### config.mk
export PLATFORM = sky130hd
export DESIGN_NAME = axi_noc_wflit_packer_flat
export DESIGN_NICKNAME = d
export VERILOG_FILES = /design/src/rtl/axi_noc_wflit_packer_if.sv /design/src/rtl/axi_noc_wflit_packer.sv /design/src/flat_wrapper.sv
export SDC_FILE = /design/constraint.sdc
export NUM_CORES = 1
export LEC_CHECK = 0
export BUFFER_PORTS_ARGS = -buffer_cell sky130_fd_sc_hd__buf_2
export CORE_MARGIN = 1
export CORE_UTILIZATION = 50
export DETAILED_ROUTE_END_ITERATION = 10
export GPL_TIMING_DRIVEN = 0
export PLACE_DENSITY = 0.91
export SYNTH_ARGS = -nofsm -noshare
export SYNTH_HDL_FRONTEND = slang
export SYNTH_SLANG_ARGS = --single-unit
### constraint.sdc
create_clock -name clk -period 2.25 [get_ports clk]
set_input_delay 0.225 -clock clk [delete_from_list [all_inputs] [get_ports clk]]
set_output_delay 0.225 -clock clk [all_outputs]
set_load 0.1 [all_outputs]
### src/rtl/axi_noc_wflit_packer_if.sv
// Signal bundle linking the AW/W FIFO heads, the flit packer and the NoC router port.
// master is the packer side; slave is the FIFO/router side.
interface axi_noc_wflit_packer_if #(
    parameter int DWID  = 32,
    parameter int AWID  = 32,
    parameter int IDWID = 4
) ();
    localparam int SWID     = DWID / 8;
    localparam int WWID     = 1 + SWID + DWID;
    localparam int AWWID    = IDWID + 8 + AWID;
    localparam int PWID_MIN = DWID + SWID + 1;
    // Payload is widened when needed so that a full AW entry always fits in a header flit.
    localparam int PWID     = (PWID_MIN > AWWID) ? PWID_MIN : AWWID;
    localparam int FWID     = PWID + 2;

    logic             aw_empty;
    logic [AWWID-1:0] aw_dout;
    logic             aw_readout;
    logic             w_empty;
    logic [WWID-1:0]  w_dout;
    logic             w_readout;
    logic             flit_vld;
    logic [FWID-1:0]  flit_data;
    logic             flit_last;
    logic             flit_ready;
    logic             busy;
    logic             len_err;

    modport master (
        input  aw_empty, aw_dout, w_empty, w_dout, flit_ready,
        output aw_readout, w_readout, flit_vld, flit_data, flit_last, busy, len_err
    );

    modport slave (
        output aw_empty, aw_dout, w_empty, w_dout, flit_ready,
        input  aw_readout, w_readout, flit_vld, flit_data, flit_last, busy, len_err
    );
endinterface

### src/rtl/axi_noc_wflit_packer.sv
// Packs one AW entry plus its len+1 W beats into a header flit followed by data flits,
// presented on a registered valid/ready stream toward the NoC router.
module axi_noc_wflit_packer #(
    parameter int DWID  = 32,
    parameter int AWID  = 32,
    parameter int IDWID = 4
) (
    input  logic                   clk,
    input  logic                   rst_n,
    input  logic                   softreset,
    axi_noc_wflit_packer_if.master bus
);
    localparam int SWID     = DWID / 8;
    localparam int WWID     = 1 + SWID + DWID;
    localparam int AWWID    = IDWID + 8 + AWID;
    localparam int PWID_MIN = DWID + SWID + 1;
    localparam int PWID     = (PWID_MIN > AWWID) ? PWID_MIN : AWWID;
    localparam int FWID     = PWID + 2;

    typedef enum logic [0:0] {
        IDLE = 1'b0,
        DATA = 1'b1
    } state_e;

    state_e          state_r;
    state_e          state_nxt_s;
    logic [7:0]      beat_cnt_r;
    logic [7:0]      len_q_r;
    logic            flit_vld_r;
    logic            flit_last_r;
    logic            len_err_r;
    logic [FWID-1:0] flit_data_r;
    logic            slot_free_s;
    logic            aw_pop_s;
    logic            w_pop_s;
    logic            is_last_s;
    logic            wlast_s;

    assign slot_free_s = !flit_vld_r || bus.flit_ready;
    assign is_last_s   = (beat_cnt_r == len_q_r);
    assign wlast_s     = bus.w_dout[WWID-1];

    // Pop decisions and next-state; a pop only happens when the output slot can take the flit.
    always_comb begin
        state_nxt_s = state_r;
        aw_pop_s    = 1'b0;
        w_pop_s     = 1'b0;
        case (state_r)
            IDLE: begin
                aw_pop_s = !bus.aw_empty && slot_free_s;
                if (aw_pop_s) begin
                    state_nxt_s = DATA;
                end else begin
                    state_nxt_s = IDLE;
                end
            end
            DATA: begin
                w_pop_s = !bus.w_empty && slot_free_s;
                if (w_pop_s && is_last_s) begin
                    state_nxt_s = IDLE;
                end else begin
                    state_nxt_s = DATA;
                end
            end
            default: begin
                state_nxt_s = IDLE;
            end
        endcase
    end

    // State, burst counters and the registered flit output slot.
    always_ff @(posedge clk or negedge rst_n) begin
        if (!rst_n) begin
            state_r     <= IDLE;
            beat_cnt_r  <= 8'd0;
            len_q_r     <= 8'd0;
            flit_vld_r  <= 1'b0;
            flit_last_r <= 1'b0;
            flit_data_r <= {FWID{1'b0}};
            len_err_r   <= 1'b0;
        end else if (softreset) begin
            state_r     <= IDLE;
            beat_cnt_r  <= 8'd0;
            len_q_r     <= 8'd0;
            flit_vld_r  <= 1'b0;
            flit_last_r <= 1'b0;
            flit_data_r <= {FWID{1'b0}};
            len_err_r   <= 1'b0;
        end else begin
            state_r <= state_nxt_s;
            if (aw_pop_s) begin
                flit_vld_r  <= 1'b1;
                flit_data_r <= {2'b01, PWID'(bus.aw_dout)};
                flit_last_r <= 1'b0;
                len_q_r     <= bus.aw_dout[AWID +: 8];
                beat_cnt_r  <= 8'd0;
            end else if (w_pop_s) begin
                flit_vld_r  <= 1'b1;
                flit_data_r <= {2'b10, PWID'(bus.w_dout)};
                flit_last_r <= is_last_s;
                beat_cnt_r  <= beat_cnt_r + 8'd1;
                // Framing follows len_q; a disagreeing wlast is only flagged.
                if (wlast_s != is_last_s) begin
                    len_err_r <= 1'b1;
                end
            end else if (slot_free_s) begin
                flit_vld_r <= 1'b0;
            end
        end
    end

    assign bus.aw_readout = aw_pop_s;
    assign bus.w_readout  = w_pop_s;
    assign bus.flit_vld   = flit_vld_r;
    assign bus.flit_data  = flit_data_r;
    assign bus.flit_last  = flit_last_r;
    assign bus.busy       = (state_r != IDLE);
    assign bus.len_err    = len_err_r;
endmodule
### src/flat_wrapper.sv
// flat-port wrapper written by rule: the top's interface ports become plain ports
module axi_noc_wflit_packer_flat 
#(
    parameter int DWID  = 32,
    parameter int AWID  = 32,
    parameter int IDWID = 4
)
  (clk, rst_n, softreset, bus_aw_empty, bus_aw_dout, bus_w_empty, bus_w_dout, bus_flit_ready, bus_aw_readout, bus_w_readout, bus_flit_vld, bus_flit_data, bus_flit_last, bus_busy, bus_len_err);
  axi_noc_wflit_packer_if #(.DWID(DWID), .AWID(AWID), .IDWID(IDWID)) bus_i ();
  input  logic clk;
  input  logic rst_n;
  input  logic softreset;
  input wire logic [$bits(bus_i.aw_empty)-1:0] bus_aw_empty;
  input wire logic [$bits(bus_i.aw_dout)-1:0] bus_aw_dout;
  input wire logic [$bits(bus_i.w_empty)-1:0] bus_w_empty;
  input wire logic [$bits(bus_i.w_dout)-1:0] bus_w_dout;
  input wire logic [$bits(bus_i.flit_ready)-1:0] bus_flit_ready;
  output wire logic [$bits(bus_i.aw_readout)-1:0] bus_aw_readout;
  output wire logic [$bits(bus_i.w_readout)-1:0] bus_w_readout;
  output wire logic [$bits(bus_i.flit_vld)-1:0] bus_flit_vld;
  output wire logic [$bits(bus_i.flit_data)-1:0] bus_flit_data;
  output wire logic [$bits(bus_i.flit_last)-1:0] bus_flit_last;
  output wire logic [$bits(bus_i.busy)-1:0] bus_busy;
  output wire logic [$bits(bus_i.len_err)-1:0] bus_len_err;
  assign bus_i.aw_empty = bus_aw_empty;
  assign bus_i.aw_dout = bus_aw_dout;
  assign bus_i.w_empty = bus_w_empty;
  assign bus_i.w_dout = bus_w_dout;
  assign bus_i.flit_ready = bus_flit_ready;
  assign bus_aw_readout = bus_i.aw_readout;
  assign bus_w_readout = bus_i.w_readout;
  assign bus_flit_vld = bus_i.flit_vld;
  assign bus_flit_data = bus_i.flit_data;
  assign bus_flit_last = bus_i.flit_last;
  assign bus_busy = bus_i.busy;
  assign bus_len_err = bus_i.len_err;
  axi_noc_wflit_packer #(.DWID(DWID), .AWID(AWID), .IDWID(IDWID)) u_core (.clk(clk), .rst_n(rst_n), .softreset(softreset), .bus(bus_i));
endmodule
==> impl_metrics.ini, run 1 <==
[global_routing]
grt_max_degree = 67
antenna_found_initial = 0
grt_first_pass_wirelength_mm = 14.7
grtUsageTotal_pct = 29.6
first_global_vias = 3152
grt_overflow_total = 0

[synthesis]
synth.net_count = 440
syn_area_um2 = 3100
seq_area_frac_synth_pct = 53.3
ys_types = 29
ys_ff_latch = 66
yosysWarnings = 0
postSynthAreaPerCell_um2 = 8.80
synthCells = 352

[routing]
viasPerCell = 5.50
drt_first_pass_iters = 4
drt_iter0_drc = 267
postRouteWirelength_mm = 9.07
num_vias = 3197
drc_errors = 0
wl_per_cell_um = 15.6
ant_nets = 0

[critical_path]
crit_type = reg -> out
crit-reg2reg-launch = u_core.bus.flit_vld
worstSetupEndpointType = output port
regToRegSetupSlack_ps = 300
critPathArrivalTime_ps = 1970
cp-start-kind = flip-flop
path_max_fanout = 10
r2r_end = u_core.bus.flit_data[23]
reg2reg_depth = 6
worst_ep_required_time_ps = 2030

[die]
start_util_pct = 52.0
coreArea_um2 = 5960
io_pins = 139
rows = 28
die_area_um2 = 6510
dieHeight_um = 80.7
die_w_um = 80.7

[timing]
min_period_ps = 2200
hold_ws_ps = -21.0
worst_pin_slew_ps = 843
slew_headroom_pct = 43.8
period_share_pct = 97.7
clock_skew_ps = 3.92
slew_viol_final = 0
setup_viol = 0
fmax_mhz = 455
layout_setup_ws_ps = 52.8
hold_violations = 18
rsz0062_at_grt = true

[power]
power.switching_w = 0.00145
ir_worst_vdd_uv = 468
power_density_nw_per_um2 = 825
seq_power_share_pct = 39.7
clockPowerShare_pct = 26.3
p_sw_share_pct = 43.1
intPower_w = 0.00192
power_w = 0.00337
p_leak_nw = 2.08
power_frac_comb_pct = 34.0

[outcome]
failed_checks = negative hold slack
status = finished with violations

[layout]
finalNonFillerCells = 581
final_area_um2 = 4090
final_cell_mix = buf_2 (138), nand2_1 (100), dfrtp_1 (64)
final_net_count = 589
syn2layout_area_growth_pct = 32.1
fillers = 501
drive_gt1_share_pct = 32.2
num_antenna_cells = 0
final_common_cell = buf_2

[placement]
post-dp-hpwl_mm = 6.43
post_dp_cell_area_um2 = 3890
post-place-ws_ps = 93.3
dp.cells = 565
globalplace.congestion = 0.803
portBuffers = 138

[clock_tree]
cts-root-buf = clkbuf_8
clockBufferDepth = 2
htreeDepth = 3
path_clk_slew_ps = 70
cts_num_sinks = 66
postCtsResizedCells = 4
cts_hold_buf = 0
postCtsSetupBuffers = 0
cts_made_buffers = 9
clkLatencyLatePin_ps = 340
cts_tree = built

[hold_path]
hp-class = in -> async

[job]
max_cap_viol_count = 0
==> layer usage <==
layer | vias to the layer above | share of wire, % | global-route usage (%)
met1 | 1538 | 42 | 38.0
li1 | 1512 | - | -
met3 | 20 | 5.8 | 5.68
met4 | 0 | 1.9 | 12.7
met2 | 127 | 51 | 48.7
met5 | - | 0 | 0
==> cell usage after synthesis <==
master / count / share of area (%)
a41o_1: 2 / 0.65
nor2b_1: 1 / 0.20
nand2b_1: 1 / 0.20
inv_2: 1 / 0.12
and4_1: 1 / 0.28
xor2_1: 9 / 2.5
nor3_1: 1 / 0.16
dfrtp_1: 66 / 53
buf_1: 2 / 0.24
a21oi_1: 21 / 3.4
inv_1: 7 / 0.85
buf_2: 3 / 0.48
nor4_1: 2 / 0.40
o21ai_0: 4 / 0.65
and3_1: 2 / 0.40
or4_4: 1 / 0.36
xnor2_1: 2 / 0.57
a311oi_1: 39 / 11
or3_1: 2 / 0.40
nor2_1: 45 / 5.5
a221o_1: 1 / 0.32
nand3_1: 11 / 1.8
clkbuf_1: 23 / 2.8
ha_1: 1 / 0.40
clkinv_1: 1 / 0.12
a2111oi_0: 1 / 0.28
o31ai_1: 1 / 0.24
and2_1: 1 / 0.20
nand2_1: 100 / 12
==> power groups by stage <==
stage                     logic, W  clock network (W)  registers [W]
after global routing       0.00121           0.000937        0.00135
after global placement     0.00112                  0        0.00135
after detailed placement   0.00114                  0        0.00135
after CTS                  0.00114           0.000888        0.00134
after floorplan           0.000257                  0        0.00196
final                      0.00115           0.000888        0.00134
==> through the flow <==
step                setup TNS [ps]  utilization [%]
CTS                              0             68.5
finish                           0             68.7
floorplan                        0                -
global placement                 0             65.3
global route                 -20.0             68.7
detailed placement               0             65.4
==> cells by family (layout without fill, tap and decap cells) <==
kind of cell	after synthesis	in the layout	synth area share, %
xor gates and xnor gates	11	11	3.11
adders and majority gates	1	1	0.404
buffers and inverters	37	191	4.61
AOI/OAI and AO/OA	69	69	16.6
DFF	66	66	53.3
and+or+nand+nor	168	168	22.0
==> area by class of cell <==
class / instances / area [µm²] / area share, %
repair buffers: 138 / 706 / 17.3
clock inverters: 5 / 30.0 / 0.734
inverters: 9 / 33.8 / 0.826
plain buffers: 28 / 116 / 2.84
flip-flops and latches: 66 / 1650 / 40.4
clock buffers: 11 / 141 / 3.46
multi-input cells: 249 / 1320 / 32.2
well taps: 75 / 93.8 / 2.29
==> registers in the layout, summed over array words and instances, names as in the netlist <==
name and count:
u_core.bus.flit_vld 1, u_core.bus.len_err 1, u_core.bus.flit_data 46, u_core.bus.flit_last 1, u_core.beat_cnt_r 8, u_core.len_q_r 8, u_core.bus.busy 1
==> worst max-delay path by stage <==
stage	startpoint	end	slack [ps]	cells past startpoint
2_1_floorplan	u_core.bus.flit_vld	u_core.bus.flit_data[44]	130	6
3_3_place_gp	u_core.bus.flit_vld	bus_aw_readout	90	5
3_5_place_dp	u_core.bus.flit_vld	bus_aw_readout	90	5
4_1_cts	u_core.bus.flit_vld	bus_aw_readout	40	5
5_1_grt	u_core.bus.flit_vld	bus_w_readout	-20	5
6_report	u_core.bus.flit_vld	bus_w_readout	50	5
==> worst max-delay path: stages (launching register included) <==
cell and delay (ps):
dfrtp_2 410, nand2b_1 200, nand3_1 250, clkinv_1 210, buf_2 280, buf_6 270
No activity file was read; power rests on OpenSTA's default activity.
==> run 2: changes to the inputs <==
- CAP_MARGIN: unset -> 5
- RECOVER_POWER: unset -> 100
- SKIP_LAST_GASP: unset -> 1
==> run 2 against run 1 <==
Compared with the run above: the run ends with max-capacitance violations, max-slew violations left; hold slack improved by 140 ps; final area decreased by 1.9%; die area unchanged; fmax increased by 0.89%; critical endpoint is now bus_aw_readout; largest power group unchanged; highest routed layer unchanged.
==> impl_metrics.ini, run 2 (same netlist as run 1, synthesis figures left out) <==
[clock_tree]
path_clk_slew_ps = 70
cts_num_sinks = 66
cts-root-buf = clkbuf_8
htreeDepth = 3
postCtsSetupBuffers = 0
cts_made_buffers = 9
clockBufferDepth = 2
cts_tree = built
clkLatencyLatePin_ps = 340

[routing]
wl_per_cell_um = 15.7
drt_first_pass_iters = 5
viasPerCell = 5.54
num_vias = 3221
ant_nets = 0
postRouteWirelength_mm = 9.10
drc_errors = 0
drt_iter0_drc = 221

[timing]
setup_viol = 0
fmax_mhz = 459
slew_viol_final = 67
layout_setup_ws_ps = 72.1
worst_pin_slew_ps = 1620
clock_skew_ps = 3.84
rsz0062_at_grt = true
slew_headroom_pct = -8.04
min_period_ps = 2180
period_share_pct = 96.8
hold_violations = 0

[die]
coreArea_um2 = 5960
die_area_um2 = 6510
start_util_pct = 52.0
dieHeight_um = 80.7
die_w_um = 80.7
io_pins = 139
rows = 28

[layout]
final_cell_mix = nand2_1 (100), buf_2 (88), clkbuf_1 (74)
utilization_pct = 67.4
num_antenna_cells = 0
regArea_um2 = 1650
finalNonFillerCells = 581
final_common_cell = nand2_1
fillers = 524
largest_reg_flops = 46
syn2layout_area_growth_pct = 29.6
final_area_um2 = 4010
drive_gt1_share_pct = 22.1
multi_input_area_um2 = 1300
final_net_count = 589

[outcome]
failed_checks = max-capacitance violations, max-slew violations
status = finished with violations

[placement]
globalplace.congestion = 0.803
post-place-ws_ps = 93.3
dp.cells = 565
post-dp-hpwl_mm = 6.43
post_dp_cell_area_um2 = 3890
portBuffers = 138

[critical_path]
path_max_fanout = 10
r2r_end = u_core.bus.flit_data[13]
reg2reg_depth = 6
regToRegSetupSlack_ps = 350
critPathArrivalTime_ps = 1950
worst_ep_required_time_ps = 2030
worstSetupEndpointType = output port
crit_type = reg -> out
cp-start-kind = flip-flop
cp-endpoint = bus_aw_readout
crit-reg2reg-launch = u_core.bus.flit_vld
startpoint = u_core.bus.flit_vld

[global_routing]
grtUsageTotal_pct = 29.6
first_global_vias = 3157
grt_max_degree = 67
grt_first_pass_wirelength_mm = 14.7
antenna_found_initial = 0
grt_overflow_total = 0

[power]
power_w = 0.00334
power_density_nw_per_um2 = 833
p_leak_nw = 1.89
ir_worst_vdd_uv = 461

[hold_path]
hold_start = bus_aw_dout[40]
hp-class = in -> reg

[job]
max_cap_viol_count = 1
[run 2: cell type report]
type	instances	share of cell area, %
Sequential cell	66	41.2
Clock inverter	5	0.748
Inverter	9	0.842
Multi-Input combinational cell	249	32.5
Clock buffer	11	3.52
Buffer	28	2.90
Timing Repair Buffer	138	16.0
Tap cell	75	2.34
[run 2: worst min-delay path by stage]
stage | endpoint | depth (start not counted) | slack, ps
2_1_floorplan | u_core.beat_cnt_r[0] | 0 | -70
3_3_place_gp | u_core.bus.flit_data[43] | 3 | 460
3_5_place_dp | u_core.beat_cnt_r[5] | 1 | 390
4_1_cts | u_core.bus.flit_data[41] | 1 | 20
5_1_grt | u_core.bus.flit_data[43] | 3 | 140
6_report | u_core.bus.flit_data[40] | 3 | 120
[run 2: metrics by stage]
step	hold slack (ps)	TNS, ps
global route	139	-35.4
floorplan	-70.6	0
CTS	21.2	-17.1
finish	124	0
global placement	464	0
detailed placement	389	0
[run 2: per-layer routing]
layer	GRT usage [%]	vias up	wire, µm
met3	5.68	11	564
li1	-	1513	-
met1	38.1	1554	3760
met2	48.7	143	4670
met4	12.7	0	106
met5	0	-	0
[run 2: critical path, cell delays in order (launching register included)]
cell and delay, ps:
dfrtp_2 410, nand2b_1 180, nand3_2 240, inv_2 180, clkdlybuf4s15_2 350, buf_6 260
[run 2: repair_timing]
action                     4_1_cts  5_1_grt
pin swaps                        0        0
hold buffers                     0        0
gates resized for setup          3        3
setup endpoints to repair        2        2
[run 2: power by group]
group | switching (W) | internal (W) | leakage (nW) | total [W]
Sequential | 0.0000614 | 0.00128 | 0.878 | 0.00134
Combinational | 0.000930 | 0.000192 | 0.922 | 0.00112
Clock | 0.000457 | 0.000424 | 0.0851 | 0.000881
